$ cat config.mk
export PLATFORM = sky130hd
export DESIGN_NAME = mem_stage
export DESIGN_NICKNAME = d
export VERILOG_FILES = /design/src/rtl/mem_stage.sv
export SDC_FILE = /design/constraint.sdc
export NUM_CORES = 1
export LEC_CHECK = 0
export CORE_ASPECT_RATIO = 0.8
export CORE_MARGIN = 2
export CORE_UTILIZATION = 45
export CTS_CLUSTER_DIAMETER = 80
export DETAILED_ROUTE_END_ITERATION = 16
export PLACE_DENSITY_LB_ADDON = 0.3
export SKIP_CTS_REPAIR_TIMING = 1
export SLEW_MARGIN = 20
export SYNTH_ARGS = -nofsm -noshare
export SYNTH_HDL_FRONTEND = slang
export SYNTH_SLANG_ARGS = --single-unit
$ cat constraint.sdc
create_clock -name CLK -period 2.7 [get_ports CLK]
set_input_delay 0.81 -clock CLK [delete_from_list [all_inputs] [get_ports CLK]]
set_output_delay 0.81 -clock CLK [all_outputs]
set_load 0.02 [all_outputs]
$ cat src/rtl/mem_stage.sv
// MEM pipeline stage: forwards EX/MEM results to MEM/WB and runs a blocking dcache handshake.
// Optional performance counters are enabled with `define MEM_STAGE_PERF_CNT_EN.
module mem_stage (
  input  logic        CLK,
  input  logic        nRST,
  input  logic        in_valid,
  input  logic [31:0] alu_out,
  input  logic [31:0] store_dat,
  input  logic [4:0]  write_reg,
  input  logic [31:0] pc4,
  input  logic [31:0] lower_zero,
  input  logic        mem_read,
  input  logic        mem_write,
  input  logic        memtoreg,
  input  logic        regWEN,
  input  logic        lui_flag,
  input  logic        jal_flag,
  input  logic        halt,
  output logic        dmemREN,
  output logic        dmemWEN,
  output logic [31:0] dmemaddr,
  output logic [31:0] dmemstore,
  input  logic        dhit,
  input  logic [31:0] dmemload,
  output logic        stall,
  output logic        wb_valid,
  output logic [31:0] wb_data,
  output logic [4:0]  wb_reg,
  output logic        wb_wen,
  output logic        halt_out
`ifdef MEM_STAGE_PERF_CNT_EN
  ,
  output logic [31:0] access_cnt,
  output logic [31:0] stall_cnt
`endif
);

  typedef enum logic [1:0] {IDLE, ACCESS, HALTED} state_t;

  state_t      state_q, state_d;
  logic [31:0] addr_q, addr_d, store_q, store_d, pc4_q, pc4_d, lz_q, lz_d;
  logic        ren_q, ren_d, wen_q, wen_d, m2r_q, m2r_d, regwen_q, regwen_d;
  logic        lui_q, lui_d, jal_q, jal_d;
  logic [4:0]  wreg_q, wreg_d;
  logic        wb_valid_q, wb_valid_d, wb_wen_q, wb_wen_d, halt_q, halt_d;
  logic [31:0] wb_data_q, wb_data_d;
  logic [4:0]  wb_reg_q, wb_reg_d;
  logic        in_access;

  function automatic logic [31:0] wb_sel(input logic m2r, input logic jal, input logic lui,
                                         input logic [31:0] load, input logic [31:0] pc,
                                         input logic [31:0] lz, input logic [31:0] alu);
    if (m2r)      return load;
    else if (jal) return pc;
    else if (lui) return lz;
    else          return alu;
  endfunction

  always_ff @(posedge CLK or negedge nRST) begin
    if (!nRST) begin
      state_q    <= IDLE;
      addr_q     <= '0;
      store_q    <= '0;
      pc4_q      <= '0;
      lz_q       <= '0;
      ren_q      <= 1'b0;
      wen_q      <= 1'b0;
      m2r_q      <= 1'b0;
      regwen_q   <= 1'b0;
      lui_q      <= 1'b0;
      jal_q      <= 1'b0;
      wreg_q     <= '0;
      wb_valid_q <= 1'b0;
      wb_data_q  <= '0;
      wb_reg_q   <= '0;
      wb_wen_q   <= 1'b0;
      halt_q     <= 1'b0;
    end else begin
      state_q    <= state_d;
      addr_q     <= addr_d;
      store_q    <= store_d;
      pc4_q      <= pc4_d;
      lz_q       <= lz_d;
      ren_q      <= ren_d;
      wen_q      <= wen_d;
      m2r_q      <= m2r_d;
      regwen_q   <= regwen_d;
      lui_q      <= lui_d;
      jal_q      <= jal_d;
      wreg_q     <= wreg_d;
      wb_valid_q <= wb_valid_d;
      wb_data_q  <= wb_data_d;
      wb_reg_q   <= wb_reg_d;
      wb_wen_q   <= wb_wen_d;
      halt_q     <= halt_d;
    end
  end

  always_comb begin
    state_d    = state_q;
    addr_d     = addr_q;
    store_d    = store_q;
    pc4_d      = pc4_q;
    lz_d       = lz_q;
    ren_d      = ren_q;
    wen_d      = wen_q;
    m2r_d      = m2r_q;
    regwen_d   = regwen_q;
    lui_d      = lui_q;
    jal_d      = jal_q;
    wreg_d     = wreg_q;
    wb_valid_d = 1'b0;
    wb_data_d  = wb_data_q;
    wb_reg_d   = wb_reg_q;
    wb_wen_d   = wb_wen_q;
    halt_d     = halt_q;
    case (state_q)
      IDLE: begin
        if (in_valid) begin
          if (halt) begin
            state_d    = HALTED;
            wb_valid_d = 1'b1;
            wb_wen_d   = 1'b0;
            halt_d     = 1'b1;
          end else if (mem_read || mem_write) begin
            // Read+write together is treated as a store.
            state_d  = ACCESS;
            addr_d   = alu_out;
            store_d  = store_dat;
            pc4_d    = pc4;
            lz_d     = lower_zero;
            ren_d    = mem_read && !mem_write;
            wen_d    = mem_write;
            m2r_d    = memtoreg;
            regwen_d = regWEN;
            lui_d    = lui_flag;
            jal_d    = jal_flag;
            wreg_d   = write_reg;
          end else begin
            wb_valid_d = 1'b1;
            wb_data_d  = wb_sel(memtoreg, jal_flag, lui_flag, dmemload, pc4, lower_zero, alu_out);
            wb_reg_d   = write_reg;
            wb_wen_d   = regWEN;
          end
        end
      end
      ACCESS: begin
        if (dhit) begin
          state_d    = IDLE;
          wb_valid_d = 1'b1;
          wb_data_d  = wb_sel(m2r_q, jal_q, lui_q, dmemload, pc4_q, lz_q, addr_q);
          wb_reg_d   = wreg_q;
          wb_wen_d   = regwen_q;
        end
      end
      HALTED:  state_d = HALTED;
      default: state_d = IDLE;
    endcase
  end

  assign in_access = (state_q == ACCESS);
  assign dmemREN   = in_access && ren_q;
  assign dmemWEN   = in_access && wen_q;
  assign dmemaddr  = in_access ? addr_q  : '0;
  assign dmemstore = in_access ? store_q : '0;
  assign stall     = in_access && !dhit;
  assign wb_valid  = wb_valid_q;
  assign wb_data   = wb_data_q;
  assign wb_reg    = wb_reg_q;
  assign wb_wen    = wb_wen_q;
  assign halt_out  = halt_q;

`ifdef MEM_STAGE_PERF_CNT_EN
  logic [31:0] access_cnt_q, stall_cnt_q;

  // Both counters wrap naturally at 2^32.
  always_ff @(posedge CLK or negedge nRST) begin
    if (!nRST) begin
      access_cnt_q <= '0;
      stall_cnt_q  <= '0;
    end else begin
      if (in_access && dhit) access_cnt_q <= access_cnt_q + 32'd1;
      if (stall)             stall_cnt_q  <= stall_cnt_q + 32'd1;
    end
  end

  assign access_cnt = access_cnt_q;
  assign stall_cnt  = stall_cnt_q;
`endif

endmodule

Yosys cells after proc, flatten, opt, wreduce, memory -nomap -nowiden --
Cells that the tools add are included.
Word-level totals: register bits after elaboration 181, output and inout bits 107, bits of input ports 176
Cells by class: reductions and logical operators 14, muxes and demuxes 33, bitwise gates (word level) 1, equality and inequality tests 8
Operators with widths (count):
- $mux 32 | 12
- $pmux 32 s2 | 1
- $mux 5 | 4
- $pmux 5 s2 | 1
- $mux 1 | 8
- $mux 2 | 4
- $ne 2x2->1 const B | 4
- $reduce_and 4->1 | 2
- $ne 3x3->1 const B | 2
- $pmux 2 s3 | 1
- $reduce_and 3->1 | 2
- $reduce_and 5->1 | 1
- $logic_and 1x1->1 | 4
- $pmux 1 s2 | 2
- $eq 2x1->1 const B | 1
- $eq 2x2->1 const B | 1
- $logic_not 1->1 | 2
- $logic_not 2->1 | 1
- $reduce_bool 2->1 | 1
- $logic_or 1x1->1 | 1
- $not 1->1 | 1

Logic depth before layout (Yosys ltp) --
Gate-level depths: netlist of run 1.
depth in word-level cells 7, mapped depth 7

Worst setup path before layout of run 1 --
Ideal clock, no wire load.
path type reg-to-output, start reg state_q[1], end out dmemaddr[10], slack 0.501 ns, data arrival time 1.389 ns, cell stages (with the launch flop) 6, required time 1.890 ns, cell sequence dfrtp_1 > buf_2 > nor2b_1 > buf_2 > clkbuf_1 > and2_1
On the way: longest elaborated chain between the ends 2
Ends and longest elaborated chain:
- start, declared | line 40 | state_t state_q, state_d;
- start signal, assigned | line 79 | state_q <= state_d;
- $eq 2x1->1 | line 161 | assign in_access = (state_q == ACCESS);
- $mux 32 | line 164 | assign dmemaddr = in_access ? addr_q : '0;
- end, declared | line 21 | output logic [31:0] dmemaddr,
No other way between the ends.

Final worst setup path of run 1 --
start reg state_q[1], end out dmemaddr[13]
Same word-level chain as after synthesis.

==> impl_metrics.py, run 1 <==
metrics = {
    "placement": {
        "io_buffer_count": 282,
        "place_area_um2": 12300,
        "place_hpwl_um": 17500,
        "place_congestion": 0.816,
        "pre_cts_ws_ns": -0.104,
    },
    "routing": {
        "first_pass_iters": 5,
        "routed_wl_um": 25400,
        "route.detailed.drc": 0,
        "via_per_inst": 5.40,
        "vias": 7166,
        "drtAntennaViolNets": 0,
        "wire_per_inst_um": 19.1,
        "first_iter_violations": 491,
    },
    "die": {
        "core_area_um2": 19700,
        "die_y_um": 131,
        "dieArea_um2": 21200,
        "die_x_um": 162,
        "io_pins": 283,
        "start_util": 0.457,
        "num_rows": 46,
    },
    "cells_and_area": {
        "drive_gt1_frac": 0.203,
        "post-route-cell-area_um2": 13100,
        "nNetsFinal": 1228,
        "area_growth_pct": 45.0,
        "finish.utilization": 0.663,
        "antenna_cells": 0,
        "nFillCells": 1505,
    },
    "global_route": {
        "grt_use_total": 0.241,
        "grt_pass1_wl_um": 39500,
        "grt.overflow.total": 0,
        "grt_pass1_vias": 7311,
        "antenna_found_initial": 0,
        "grt_max_degree": 66,
    },
    "power_and_ir_drop": {
        "power_leakage_nw": 6.57,
        "ir_drop_mv": 0.491,
        "power.total_mw": 11.3,
        "power_density_nw_per_um2": 865,
    },
    "synth": {
        "synth-seq-cells": 181,
        "synth_top_area_share": 0.502,
        "ys_types": 25,
        "synth_cells": 780,
        "syn_avg_cell_area_um2": 11.6,
        "syn-num-nets": 956,
        "synth_edf_count": 0,
        "synthArstFlopShare": 1.00,
        "yosysSeqAreaShare": 0.502,
        "ys.flop_type": "dfrtp_1",
        "synth_area_um2": 9020,
        "netlist_top_cells_area": "dfrtp_1 50%, mux2_2 17%, mux2i_1 7.9%, and2_1 4.6%, a221oi_1 3.1%",
        "yosysTopAreaCell": "dfrtp_1",
        "yosysWarnings": 0,
    },
    "timing": {
        "post-route-min-period_ns": 2.50,
        "final.setup.worst_slack_ns": 0.203,
        "fin_worst_skew_ns": 0.0157,
        "fmax_mhz": 401,
        "slew_headroom": 0.306,
        "worst_slew_pin_slew_ns": 1.04,
        "drv_slew": 0,
        "hold_violations": 0,
        "post-route-period-util": 0.925,
        "rsz0062_at_grt": "false",
        "fin_setup_tns_ns": 0,
        "setup_viol": 0,
    },
    "setup_path": {
        "crit_fanout": 47,
        "cp-end-kind": "primary output",
        "critPathLaunch": "state_q[1]$_DFFE_PN0P_",
        "reg2reg_from": "state_q[1]$_DFFE_PN0P_",
        "startpoint_type": "register",
        "worstSetupPathType": "reg -> out",
        "worstPathArrival_ns": 1.69,
        "worst_ep_required_time_ns": 1.89,
    },
    "cts": {
        "clk_path_buf_depth": 2,
        "cts_buffers": 17,
        "clk_latency_ns": 0.43,
        "htreeDepth": 4,
        "path_clk_slew_ns": 0.07,
        "cts.sinks": 181,
        "cts_tree": "yes",
        "ctsRootBufferMaster": "clkbuf_16",
    },
    "min_path": {
        "hold_path.class": "in -> async",
    },
    "job": {
        "drv_cap": 0,
    },
    "status": {
        "run_status": "complete, no violations",
    },
}
[path summary, 6_finish.rpt]
kind	slack (ns)	cells past startpoint	to
hold / removal	0.30	1	addr_q[6]$_DFFE_PN0P_
max in group asynchronous	1.71	2	pc4_q[13]$_DFFE_PN0P_
setup / recovery	0.20	4	dmemaddr[13]
setup reg to reg	0.64	6	wb_data[12]$_DFFE_PN0P_
hold reg to reg	0.46	1	halt_out$_DFFE_PN0P_
min in group CLK	0.46	1	halt_out$_DFFE_PN0P_
[placed cells by master, fill, tap and decap left out, types with 2 or more instances in the layout]
cell	synthesis	routed
bufinv_16	0	3
mux2_2	138	138
nor2_1	42	41
a21oi_2	6	6
clkinv_2	0	2
mux2i_1	71	71
nor2b_1	33	32
buf_4	2	20
inv_6	0	3
a21oi_1	35	35
nand2b_1	2	2
inv_1	4	4
and2_1	67	67
buf_12	0	14
a211oi_1	32	32
inv_8	0	2
clkinvlp_4	0	2
a221oi_1	32	32
clkdlybuf4s50_1	0	212
dlymetal6s2s_1	0	67
nand2_1	34	34
clkbuf_16	0	17
o21ai_0	33	33
buf_2	32	2
dfrtp_1	181	180
[cell usage after synthesis, types with 2 or more instances]
cell type	number
o21ai_0	33
nand2b_1	2
nand2_1	34
nor2_1	42
clkbuf_1	25
dfrtp_1	181
mux2_2	138
a21oi_2	6
buf_2	32
and2_1	67
a21oi_1	35
a221oi_1	32
buf_4	2
buf_6	4
mux2i_1	71
inv_1	4
a211oi_1	32
nor2b_1	33
[critical path: stages (launching register included)]
cell	delay (ns)
dfrtp_1	0.41
nor2b_4	0.18
buf_12	0.24
and2_1	0.18
dlymetal6s2s_1	0.24
[per-stage QoR]
step,hold slack [ns],instances
floorplan,0.461,780
global placement,0.439,1297
detailed placement,0.452,1297
CTS,0.293,1328
global route,0.300,1328
finish,0.297,1328
[per-layer routing]
| metal | track usage | share of wire |
|---|---|---|
| met1 | 0.320 | 0.45 |
| met2 | 0.396 | 0.47 |
| met3 | 0.0650 | 0.074 |
| met4 | 0.0599 | 0.011 |
| met5 | 0 | 0 |
[final cells by class]
class                   instances  area [µm²]  area share
flip-flops and latches        181        4530       0.346
multi-input cells             532        4190       0.320
repair buffers                316        3410       0.261
clock buffers                  18         429      0.0328
well taps                     264         330      0.0252
clock inverters                13         173      0.0132
inverters                       4        15.0     0.00115
[where the power goes]
| part | internal, mW | switching (mW) | leakage [nW] |
|---|---|---|---|
| combinational | 2.19 | 1.69 | 4.11 |
| clock | 1.47 | 1.11 | 0.291 |
| sequential | 4.05 | 0.808 | 2.16 |
| total | 7.72 | 3.61 | 6.57 |
[cells by family (layout without fill, tap and decap cells)]
| family | count (synthesis) | after routing | synth area share |
|---|---|---|---|
| flip-flops | 181 | 181 | 0.502 |
| AND/OR/NAND/NOR | 182 | 182 | 0.106 |
| buffers and inverters | 67 | 351 | 0.0365 |
| multiplexers | 209 | 209 | 0.251 |
| AO/OA/AOI/OAI | 141 | 141 | 0.104 |
Note: power is estimated with default switching activity, not from simulation.
==> run 2, diff against run 1 <==
--- a/config.mk
+++ b/config.mk
@@ -7,9 +7,10 @@
 export LEC_CHECK = 0
 export CORE_ASPECT_RATIO = 0.8
 export CORE_MARGIN = 2
-export CORE_UTILIZATION = 45
+export CORE_UTILIZATION = 40
 export CTS_CLUSTER_DIAMETER = 80
 export DETAILED_ROUTE_END_ITERATION = 16
+export GPL_ROUTABILITY_DRIVEN = 0
 export PLACE_DENSITY_LB_ADDON = 0.3
 export SKIP_CTS_REPAIR_TIMING = 1
 export SLEW_MARGIN = 20
==> run 2 against run 1 <==
Wire length up 3.3%. Sequential share of layout area decreased by 0.079 points. Clock power down 2%. Flip-flop and latch count did not move. Sequential power is essentially flat. Critical path depth rose by 1. Setup slack got worse by 0.12 ns. Combinational power shrank 1%. Clock skew shrank 0.0024 ns. Core utilization shrank 7.5 points. Cell area up 0.23%. Non-clock buffer count increased by 7. Largest power group unchanged. Highest routed layer is now met5.
==> impl_metrics.py, run 2 (synthesized netlist as in run 1, its figures left out) <==
metrics = {
    "global_route": {
        "grt_max_degree": 61,
        "grt_pass1_wl_um": 40400,
        "grt_pass1_vias": 7293,
        "grt_use_total": 0.219,
        "grt.overflow.total": 0,
        "antenna_found_initial": 2,
    },
    "timing": {
        "drv_slew": 0,
        "fin_setup_tns_ns": 0,
        "post-route-period-util": 0.971,
        "post-route-min-period_ns": 2.62,
        "hold_violations": 0,
        "fin_worst_skew_ns": 0.0133,
        "setup_viol": 0,
        "slew_headroom": 0.258,
        "worst_slew_pin_slew_ns": 1.11,
        "fmax_mhz": 382,
    },
    "power_and_ir_drop": {
        "power_leakage_nw": 6.51,
        "power_density_nw_per_um2": 857,
        "ir_drop_mv": 0.597,
    },
    "setup_path": {
        "startpoint_type": "register",
        "worst_ep_required_time_ns": 1.89,
        "crit_fanout": 18,
        "crit_chain": "nor2b_4 -> buf_4 -> clkbuf_16 -> and2_1 -> dlymetal6s2s_1",
        "cpMaxStageDelayCell": "dfrtp_1",
        "worstPathArrival_ns": 1.81,
        "worstSetupPathType": "reg -> out",
        "cpPeakStageDelay_ns": 0.42,
        "critPathLaunch": "state_q[0]$_DFFE_PN0P_",
        "rrSetupSlack_ns": 0.42,
        "cp-end-kind": "primary output",
        "reg2reg_from": "state_q[0]$_DFFE_PN0P_",
    },
    "die": {
        "dieArea_um2": 23800,
        "die_y_um": 138,
        "start_util": 0.404,
        "core_area_um2": 22300,
        "die_x_um": 172,
        "num_rows": 49,
        "io_pins": 283,
    },
    "placement": {
        "place_inst": 1344,
        "place_hpwl_um": 18100,
        "io_buffer_count": 282,
    },
    "cells_and_area": {
        "drive_gt1_frac": 0.213,
        "finish.utilization": 0.588,
        "mostFrequentLayoutCell": "clkdlybuf4s50_1",
        "nNetsFinal": 1235,
        "area_growth_pct": 45.4,
        "layout.cells.most_common_list": "212 x clkdlybuf4s50_1, 180 x dfrtp_1, 138 x mux2_2",
        "final_cells": 1378,
        "nFillCells": 1895,
        "antenna_cells": 0,
    },
    "cts": {
        "path_clk_slew_ns": 0.08,
        "clk_latency_ns": 0.43,
        "cts_buffers": 17,
        "cts_tree": "yes",
        "ctsRootBufferMaster": "clkbuf_16",
        "cts.sinks": 181,
        "clk_path_buf_depth": 2,
        "htreeDepth": 4,
    },
    "routing": {
        "via_per_inst": 5.17,
        "first_pass_iters": 4,
        "vias": 7127,
        "wire_per_inst_um": 19.1,
        "route.detailed.drc": 0,
        "routed_wl_um": 26300,
        "first_iter_violations": 367,
        "drtAntennaViolNets": 0,
    },
    "job": {
        "drv_cap": 0,
    },
    "status": {
        "run_status": "complete, no violations",
    },
    "min_path": {
        "hold_path.class": "in -> async",
    },
}
## run 2: cell count changes in the layout (fill, tap and decap cells not counted), sizes merged
cell	change
clkinvlp	+1
clkbuf	+7
bufinv	-2
clkinv	-3
buf	+6
inv	+3
dlymetal6s2s	-4
## run 2: per-stage QoR
stage	hold WS, ns	area, µm²	power, mW	setup WS [ns]
floorplan	0.461	9020	7.10	0.501
global placement	0.448	12400	8.65	-0.121
finish	0.370	13100	11.2	0.0793
detailed placement	0.448	12400	8.80	-0.137
CTS	0.374	12900	11.4	-0.243
global route	0.384	13100	12.0	-0.0185
## run 2: report_power, final
group	leakage [nW]	switching, mW	total (mW)	internal (mW)
logic	4.07	1.66	3.84	2.17
clock network	0.282	1.16	2.53	1.36
registers	2.16	0.832	4.88	4.05
## run 2: final timing paths
check,endpoint,cells past startpoint
max,dmemaddr[27],5
min reg2reg,halt_out$_DFFE_PN0P_,1
max in group asynchronous,store_q[17]$_DFFE_PN0P_,2
min in group CLK,halt_out$_DFFE_PN0P_,1
min,addr_q[6]$_DFFE_PN0P_,1
max reg2reg,wb_data[21]$_DFFE_PN0P_,6
## run 2: area by class of cell
cell class | count | area, µm² | area share
Clock buffer | 20 | 457 | 0.0348
Timing Repair Buffer | 323 | 3400 | 0.260
Clock inverter | 12 | 133 | 0.0101
Tap cell | 306 | 383 | 0.0292
Sequential cell | 181 | 4530 | 0.345
Multi-Input combinational cell | 532 | 4190 | 0.320
Inverter | 4 | 15.0 | 0.00114
## run 2: critical path: cells and delay by family, from the launching register on
family	cells	cell delay (ns)
buffers and inverters	3	0.56
DFF	1	0.42
and+or+nand+nor	2	0.40
## run 2: metal layers
| layer | GRT usage | wire length, µm | share of wire |
|---|---|---|---|
| met4 | 0.0469 | 260 | 0.0099 |
| met1 | 0.300 | 11800 | 0.45 |
| met5 | 0 | 27 | 0.0010 |
| met3 | 0.0673 | 2150 | 0.082 |
| met2 | 0.345 | 12000 | 0.46 |
